===== config.mk =====
export PLATFORM = sky130hd
export DESIGN_NAME = fx_cmd_parser
export DESIGN_NICKNAME = d
export VERILOG_FILES = /design/src/rtl/fx_cmd_parser.sv
export SDC_FILE = /design/constraint.sdc
export NUM_CORES = 1
export LEC_CHECK = 0
export ABC_AREA = 1
export CORE_MARGIN = 2
export CORE_UTILIZATION = 54
export DETAILED_ROUTE_END_ITERATION = 10
export GPL_TIMING_DRIVEN = 0
export PLACE_DENSITY_LB_ADDON = 0.25
export SETUP_SLACK_MARGIN = 0.05
export SKIP_CTS_REPAIR_TIMING = 1
export SYNTH_ARGS = -nofsm -noshare
export SYNTH_HDL_FRONTEND = slang
export SYNTH_SLANG_ARGS = --single-unit
export TNS_END_PERCENT = 20

===== constraint.sdc =====
create_clock -name clk_sys -period 4.9 [get_ports clk_sys]
set_clock_uncertainty 0.1 [all_clocks]
set_input_delay 1.225 -clock clk_sys [delete_from_list [all_inputs] [get_ports clk_sys]]
set_output_delay 1.225 -clock clk_sys [all_outputs]
set_load 0.005 [all_outputs]

===== src/rtl/fx_cmd_parser.sv =====
// fx_cmd_parser: byte-stream command parser between the FX2 slave FIFO and
// the config register file.
//   Packet: OP A2 A1 A0 LEN [LEN+1 data bytes for OP=0x55]; OP=0xAA reads
//   LEN+1 bytes starting at {A2[5:0],A1,A0} and returns them on tx.
// Ports:
//   clk_sys, rst            single clock, synchronous active-high reset
//   rx_data/rx_vld/rx_rdy   command byte stream in
//   tx_data/tx_vld/tx_rdy   read-response byte stream out
//   fx_waddr/fx_wr/fx_data  register-file write port (one-cycle strobe)
//   fx_raddr/fx_rd/fx_q     register-file read port (fx_q valid 1 cycle after fx_rd)
//   busy                    parser is mid-packet
//   err_cnt                 saturating count of bad opcodes and timeouts
// Build option: define FX_CMD_TIMEOUT_EN to abort packets that stall for
// TO_CYCLES cycles between rx bytes; otherwise the parser waits forever.
module fx_cmd_parser #(
    parameter int unsigned TO_CYCLES = 50000
) (
    input  logic        clk_sys,
    input  logic        rst,
    input  logic [7:0]  rx_data,
    input  logic        rx_vld,
    output logic        rx_rdy,
    output logic [7:0]  tx_data,
    output logic        tx_vld,
    input  logic        tx_rdy,
    output logic [21:0] fx_waddr,
    output logic        fx_wr,
    output logic [7:0]  fx_data,
    output logic [21:0] fx_raddr,
    output logic        fx_rd,
    input  logic [7:0]  fx_q,
    output logic        busy,
    output logic [7:0]  err_cnt
);

    localparam int unsigned AW    = 22;
    localparam int unsigned DW    = 8;
    localparam logic [7:0]  OP_WR = 8'h55;
    localparam logic [7:0]  OP_RD = 8'hAA;

    typedef enum logic [3:0] {
        S_IDLE, S_ADDR2, S_ADDR1, S_ADDR0, S_LEN,
        S_WR_DATA, S_WR_STB, S_RD_REQ, S_RD_WAIT, S_RD_SEND
    } state_e;

    state_e          state_q, state_d;
    logic [AW-1:0]   addr_q;
    logic [DW-1:0]   cnt_q;
    logic [DW-1:0]   wdata_q;
    logic [DW-1:0]   tx_data_q;
    logic            tx_vld_q;
    logic            fx_wr_q;
    logic            fx_rd_q;
    logic            is_wr_q;
    logic [7:0]      err_q;

    logic rx_fire, tx_fire, op_ok, bad_op, last, xfer_done, timeout;

    assign rx_fire   = rx_vld & rx_rdy;
    assign tx_fire   = tx_vld_q & tx_rdy;
    assign op_ok     = (rx_data == OP_WR) || (rx_data == OP_RD);
    assign bad_op    = (state_q == S_IDLE) && rx_fire && !op_ok;
    assign last      = (cnt_q == '0);
    // One data transfer finished: write strobe issued or read byte taken.
    assign xfer_done = (state_q == S_WR_STB) || ((state_q == S_RD_SEND) && tx_fire);

`ifdef FX_CMD_TIMEOUT_EN
    localparam int unsigned TO_W = $clog2(TO_CYCLES + 1);

    logic [TO_W-1:0] to_cnt_q, to_cnt_d;
    logic            to_wait;

    // Only states that are waiting on the rx side can time out.
    assign to_wait = (state_q == S_ADDR2) || (state_q == S_ADDR1) || (state_q == S_ADDR0) ||
                     (state_q == S_LEN)   || (state_q == S_WR_DATA);
    assign timeout = to_wait && !rx_fire && (to_cnt_q == TO_W'(TO_CYCLES - 1));

    always_comb begin
        to_cnt_d = '0;
        if (to_wait && !rx_fire && !timeout) begin
            to_cnt_d = to_cnt_q + TO_W'(1);
        end
    end

    always_ff @(posedge clk_sys) begin
        if (rst) begin
            to_cnt_q <= '0;
        end else begin
            to_cnt_q <= to_cnt_d;
        end
    end
`else
    logic unused_to_cycles;
    assign unused_to_cycles = ^TO_CYCLES;
    assign timeout          = 1'b0;
`endif

    // State register.
    always_ff @(posedge clk_sys) begin
        if (rst) begin
            state_q <= S_IDLE;
        end else begin
            state_q <= state_d;
        end
    end

    // Next-state logic.
    always_comb begin
        state_d = state_q;
        case (state_q)
            S_IDLE:    if (rx_fire && op_ok) state_d = S_ADDR2;
            S_ADDR2:   if (rx_fire) state_d = S_ADDR1;
            S_ADDR1:   if (rx_fire) state_d = S_ADDR0;
            S_ADDR0:   if (rx_fire) state_d = S_LEN;
            S_LEN:     if (rx_fire) state_d = is_wr_q ? S_WR_DATA : S_RD_REQ;
            S_WR_DATA: if (rx_fire) state_d = S_WR_STB;
            S_WR_STB:  state_d = last ? S_IDLE : S_WR_DATA;
            S_RD_REQ:  state_d = S_RD_WAIT;
            S_RD_WAIT: state_d = S_RD_SEND;
            S_RD_SEND: if (tx_fire) state_d = last ? S_IDLE : S_RD_REQ;
            default:   state_d = S_IDLE;
        endcase
        if (timeout) begin
            state_d = S_IDLE;
        end
    end

    // Decoded outputs; rx_rdy drops during reset so no byte is consumed then.
    always_comb begin
        rx_rdy = 1'b0;
        busy   = (state_q != S_IDLE);
        if (!rst) begin
            rx_rdy = (state_q == S_IDLE)  || (state_q == S_ADDR2) || (state_q == S_ADDR1) ||
                     (state_q == S_ADDR0) || (state_q == S_LEN)   || (state_q == S_WR_DATA);
        end
    end

    // Datapath and registered strobes.
    always_ff @(posedge clk_sys) begin
        if (rst) begin
            addr_q    <= '0;
            cnt_q     <= '0;
            wdata_q   <= '0;
            tx_data_q <= '0;
            tx_vld_q  <= 1'b0;
            fx_wr_q   <= 1'b0;
            fx_rd_q   <= 1'b0;
            is_wr_q   <= 1'b0;
            err_q     <= '0;
        end else begin
            fx_wr_q  <= (state_d == S_WR_STB);
            fx_rd_q  <= (state_d == S_RD_REQ);
            tx_vld_q <= (state_d == S_RD_SEND);
            if (state_q == S_IDLE && rx_fire && op_ok) is_wr_q <= (rx_data == OP_WR);
            if (state_q == S_ADDR2 && rx_fire) addr_q[21:16] <= rx_data[5:0];
            if (state_q == S_ADDR1 && rx_fire) addr_q[15:8]  <= rx_data;
            if (state_q == S_ADDR0 && rx_fire) addr_q[7:0]   <= rx_data;
            if (state_q == S_LEN && rx_fire)   cnt_q         <= rx_data;
            if (state_q == S_WR_DATA && rx_fire) wdata_q     <= rx_data;
            if (state_q == S_RD_WAIT) tx_data_q <= fx_q;
            if (xfer_done) begin
                addr_q <= addr_q + AW'(1);
                if (!last) cnt_q <= cnt_q - DW'(1);
            end
            // Bad opcode (IDLE only) and timeout (non-IDLE only) count as one event.
            if ((bad_op || timeout) && err_q != 8'hFF) begin
                err_q <= err_q + 8'd1;
            end
        end
    end

    assign fx_waddr = addr_q;
    assign fx_raddr = addr_q;
    assign fx_data  = wdata_q;
    assign fx_wr    = fx_wr_q;
    assign fx_rd    = fx_rd_q;
    assign tx_data  = tx_data_q;
    assign tx_vld   = tx_vld_q;
    assign err_cnt  = err_q;

endmodule


### After elaboration in Yosys (flattened, before gate mapping)

Cells that the tools add are included.

* output and inout port bits: 73
* register bits after elaboration: 62

* eq/ne operators: 15
* add/subtract/negate cells: 3
* bitwise operators: 2
* mux-type cells: 19
* reduce and logical (&&, ||, !) cells: 25

Operators by type and width (number)
* $mux 8: 5
* $pmux 4 s10: 1
* $mux 4: 7
* $eq 4x3->1 const B: 6
* $add 22x1->22 const B: 1
* $mux 22: 1
* $eq 4x4->1 const B: 3
* $logic_and 1x1->1: 11
* $add 8x1->8 const B: 1
* $eq 4x2->1 const B: 2
* $eq 8x7->1 const B: 1
* $eq 8x8->1 const B: 1
* $logic_not 8->1: 1
* $ne 8x8->1 const B: 1
* $sub 8x1->8 const B: 1
* $logic_or 1x1->1: 7
* $mux 3: 2
* $mux 6: 1
* $reduce_bool 2->1: 3
* $eq 4x1->1 const B: 1
* $logic_not 4->1: 1
* $reduce_bool 4->1: 1
* $and 1x1->1: 2
* $mux 2: 1
* 2 further kinds: 2

### Longest topological paths before layout

* word-level depth: 12
* depth in mapped cells: 11

### Least setup slack after synthesis

No wires, ideal clock.

* path type: input to output
* start point: in rst
* end point: out rx_rdy
* path buffers: 1
* arrival time: 1.747 ns
* data required time: 3.575 ns
* cell stages on the path: 4
* path slack: 1.828 ns
* path through: inv_2 -> buf_1 -> nand2_1 -> inv_1

* longest elaborated chain between the ends: 1

Ends and longest elaborated chain
* from (decl): line 19 `input logic rst,`
* $mux 1: line 132 `if (!rst) begin`
* to (decl): line 22 `output logic rx_rdy,`

Every way passes these cells.

### Worst setup path in the final report

Same ends and word-level chain as after synthesis.

==> summary.md <==
| Metric | Value |
|---|---|
| Status | `completed` |
| Largest net degree at the start of global routing | `11` |
| #FFs+latches synth | `between 60 and 70` |
| Final Hold Viols | `0` |
| Worst setup path class | `input pin to primary output` |
| Die X-Extent | `between 80 and 90 microns` |
| # diodes | `0` |
| Power, Total | `roughly 1.1 mW` |
| Total CTS buffers | `9` |
| Worst EP required | `~3.6 ns` |
| Deepest clock path buffer count | `2` |
| Sequential-to-total area share from yosys stat | `between 30% and 40%` |
| CORE AREA | `0.00679 sq mm` |
| Layout Area Growth over Synthesis | `33.0%` |
| Via count | `4262` |
| Cell area after synthesis | `around 0.0038 sq mm` |
| Power Dens Cells | `210 mW/mm^2` |
| Die H | `88.0 microns` |
| Worst-path clk slew | `about 0.060 ns` |
| DR iter-0 viols | `~420` |
| Antenna violation net count after detailed routing | `0` |
| Core Rows | `30` |
| Warnings, synthesis | `0` |
| Max-slew headroom | `about 56%` |
| Final setup fails | `0` |
| TritonCTS clock tree | `done` |
| Setup tns final | `0 ns` |
| Commonest non-fill, non-tap cell in the layout | `nand2_1` |
| Grt ovf | `0` |
| Unrepaired setup endpoints after global routing | `no` |
| Cell count after synthesis | `603` |
| Share of cells above drive strength 1 | `around 9.1%` |
| Global-route wire length before repair | `approximately 17000 microns` |
| CTS Sinks | `62` |
| Root buf cell | `clkbuf_8` |
| Tmin final | `between 4 and 5 ns` |
| Nets@finish | `between 700 and 800` |
| Clock Latency Late Sink | `between 0.3 and 0.4 ns` |
| CP endpoint kind | `primary output` |
| Post-synth cell types | `35` |
| Initial core utilization | `between 50% and 60%` |
| Synth Net Count | `627` |
| WL final | `10600 microns` |
| VDD IR max | `a little under 200 uV` |
| Number of global-route vias before repair | `3843` |
| Max-slew violation count | `0` |
| DRT Pass-1 Iters | `6` |
| Tcrit/Tclk final | `between 80% and 90%` |
| Initial antenna violation count | `0` |
| Synth area leader | `dfxtp_1` |
| H-Tree Depth | `3` |
| Avg Cell Area, Syn | `roughly 6.3 sq um` |
| Leakage power | `2.18 nW` |
| Area contributors post-synth | `dfxtp_1, nand2_1, nor2_1` |
| FMAX | `roughly 230 MHz` |
| Post-route DRC | `0` |
| Total track usage | `28.0%` |
| DR WL/cell | `between 10 and 15 microns` |
| Min-delay worst type | `flop to flop` |
| CP startpoint kind | `input pin` |
| Ports | `93` |
| Slew @ Worst Pin | `0.662 ns` |
| Drt via density | `around 5.3` |
| Share of the synthesized area in the top cell type | `roughly a third` |
| WHS | `approximately 0.39 ns` |
| Arrival time at the worst endpoint | `about 3 ns` |
| Max Cap Viol | `0` |
| Die Area | `slightly below 0.008 sq mm` |
| Fillers | `approximately 580` |
| Max Fanout on Critical Path | `10` |
| Post-detail-place hpwl | `between 7000 and 8000 microns` |
| Most frequent cells in the layout | `nand2_1, nor2_1, clkdlybuf4s50_1, inv_1, dfxtp_1` |
| Placer Congestion | `0.939` |
| IO Port Bufs | `92` |
cell usage after synthesis:
| library cell | count |
|---|---|
| nand2_1 | 170 |
| nor2_1 | 101 |
| dfxtp_1 | 62 |
| inv_1 | 62 |
| nand3_1 | 39 |
| a21oi_1 | 35 |
| o21ai_0 | 25 |
| buf_4 | 23 |
| nor3_1 | 9 |
| xor2_1 | 9 |
| inv_2 | 6 |
| o211ai_1 | 6 |
| a31oi_1 | 5 |
| nor2_2 | 5 |
| buf_1 | 4 |
| buf_6 | 4 |
| ha_1 | 4 |
| nand4_1 | 4 |
| o21ai_1 | 4 |
| xnor2_1 | 4 |
| nand2_4 | 3 |
| nor2_4 | 3 |
| clkbuf_1 | 2 |
| nand3b_1 | 2 |
| o21bai_1 | 2 |
| a21oi_2 | 1 |
| a22oi_1 | 1 |
| and2_1 | 1 |
| buf_8 | 1 |
| nand2_2 | 1 |
| nand3_2 | 1 |
| nand3_4 | 1 |
| nand3b_2 | 1 |
| nand4_2 | 1 |
| nor4_1 | 1 |
layer usage:
metal,vias to the layer above,share of wire [%],global-route usage [%]
met5,-,0,0
met1,1899,39,31.6
met2,230,49,48.9
met4,0,3.8,18.0
met3,42,7.4,4.52
li1,2091,-,-
power by group:
part | leakage (nW) | switching [mW] | internal, mW
Sequential | 0.499 | 0.00124 | 0.505
Combinational | 1.57 | 0.0318 | 0.0230
Clock | 0.110 | 0.202 | 0.299
area by class of cell:
cell class	count	area, sq um	share of cell area [%]
clock inverters	4	70.1	1.38
repair buffers	92	921	18.2
inverters	68	255	5.04
well taps	96	120	2.37
multi-input cells	439	2060	40.6
plain buffers	34	255	5.04
clock buffers	12	145	2.86
flip-flops and latches	62	1240	24.5
through the flow:
step / area [sq um] / utilization, % / cells / setup slack (ns)
2_1_floorplan: 3810 / - / 603 / 1.83
3_3_place_gp: 4850 / 71.4 / 791 / 0.624
3_5_place_dp: 4850 / 71.4 / 791 / 0.606
4_1_cts: 5070 / 74.6 / 807 / 0.553
5_1_grt: 5070 / 74.6 / 807 / 0.475
6_report: 5070 / 74.6 / 807 / 0.525
critical path: stages:
cell and delay, ns:
clkdlybuf4s50_1 0.43, inv_2 0.19, buf_1 0.46, nand2_1 0.13, inv_1 0.09, clkdlybuf4s50_1 0.51
final timing paths:
check | slack [ns] | cells after the start | end | startpoint
setup / recovery | 0.53 | 6 | rx_rdy | rst
hold / removal | 0.39 | 2 | tx_data[3]$_SDFFE_PP0P_ | tx_data[3]$_SDFFE_PP0P_
setup reg to reg | 2.76 | 8 | fx_raddr[16]$_SDFFE_PP0P_ | fx_raddr[0]$_SDFFE_PP0P_
hold reg to reg | 0.39 | 2 | tx_data[3]$_SDFFE_PP0P_ | tx_data[3]$_SDFFE_PP0P_
state kept, by name (all words and copies together) (netlist names):
name,count
fx_data,8
cnt_q,8
fx_raddr,22
err_cnt,8
state_q,4
tx_vld,1
is_wr_q,1
fx_wr,1
tx_data,8
fx_rd,1
cell families (layout without fill, tap and decap cells):
family / Yosys count / after routing / share of synthesized area (%)
buffers and inverters: 102 / 210 / 13.4
AO/OA/AOI/OAI: 79 / 79 / 11.2
flip-flops: 62 / 62 / 32.6
XOR/XNOR: 13 / 13 / 2.99
adder cells (fa/ha/maj): 4 / 4 / 1.31
AND/OR/NAND/NOR: 343 / 343 / 38.5
No activity file was read; power rests on OpenSTA's default activity.
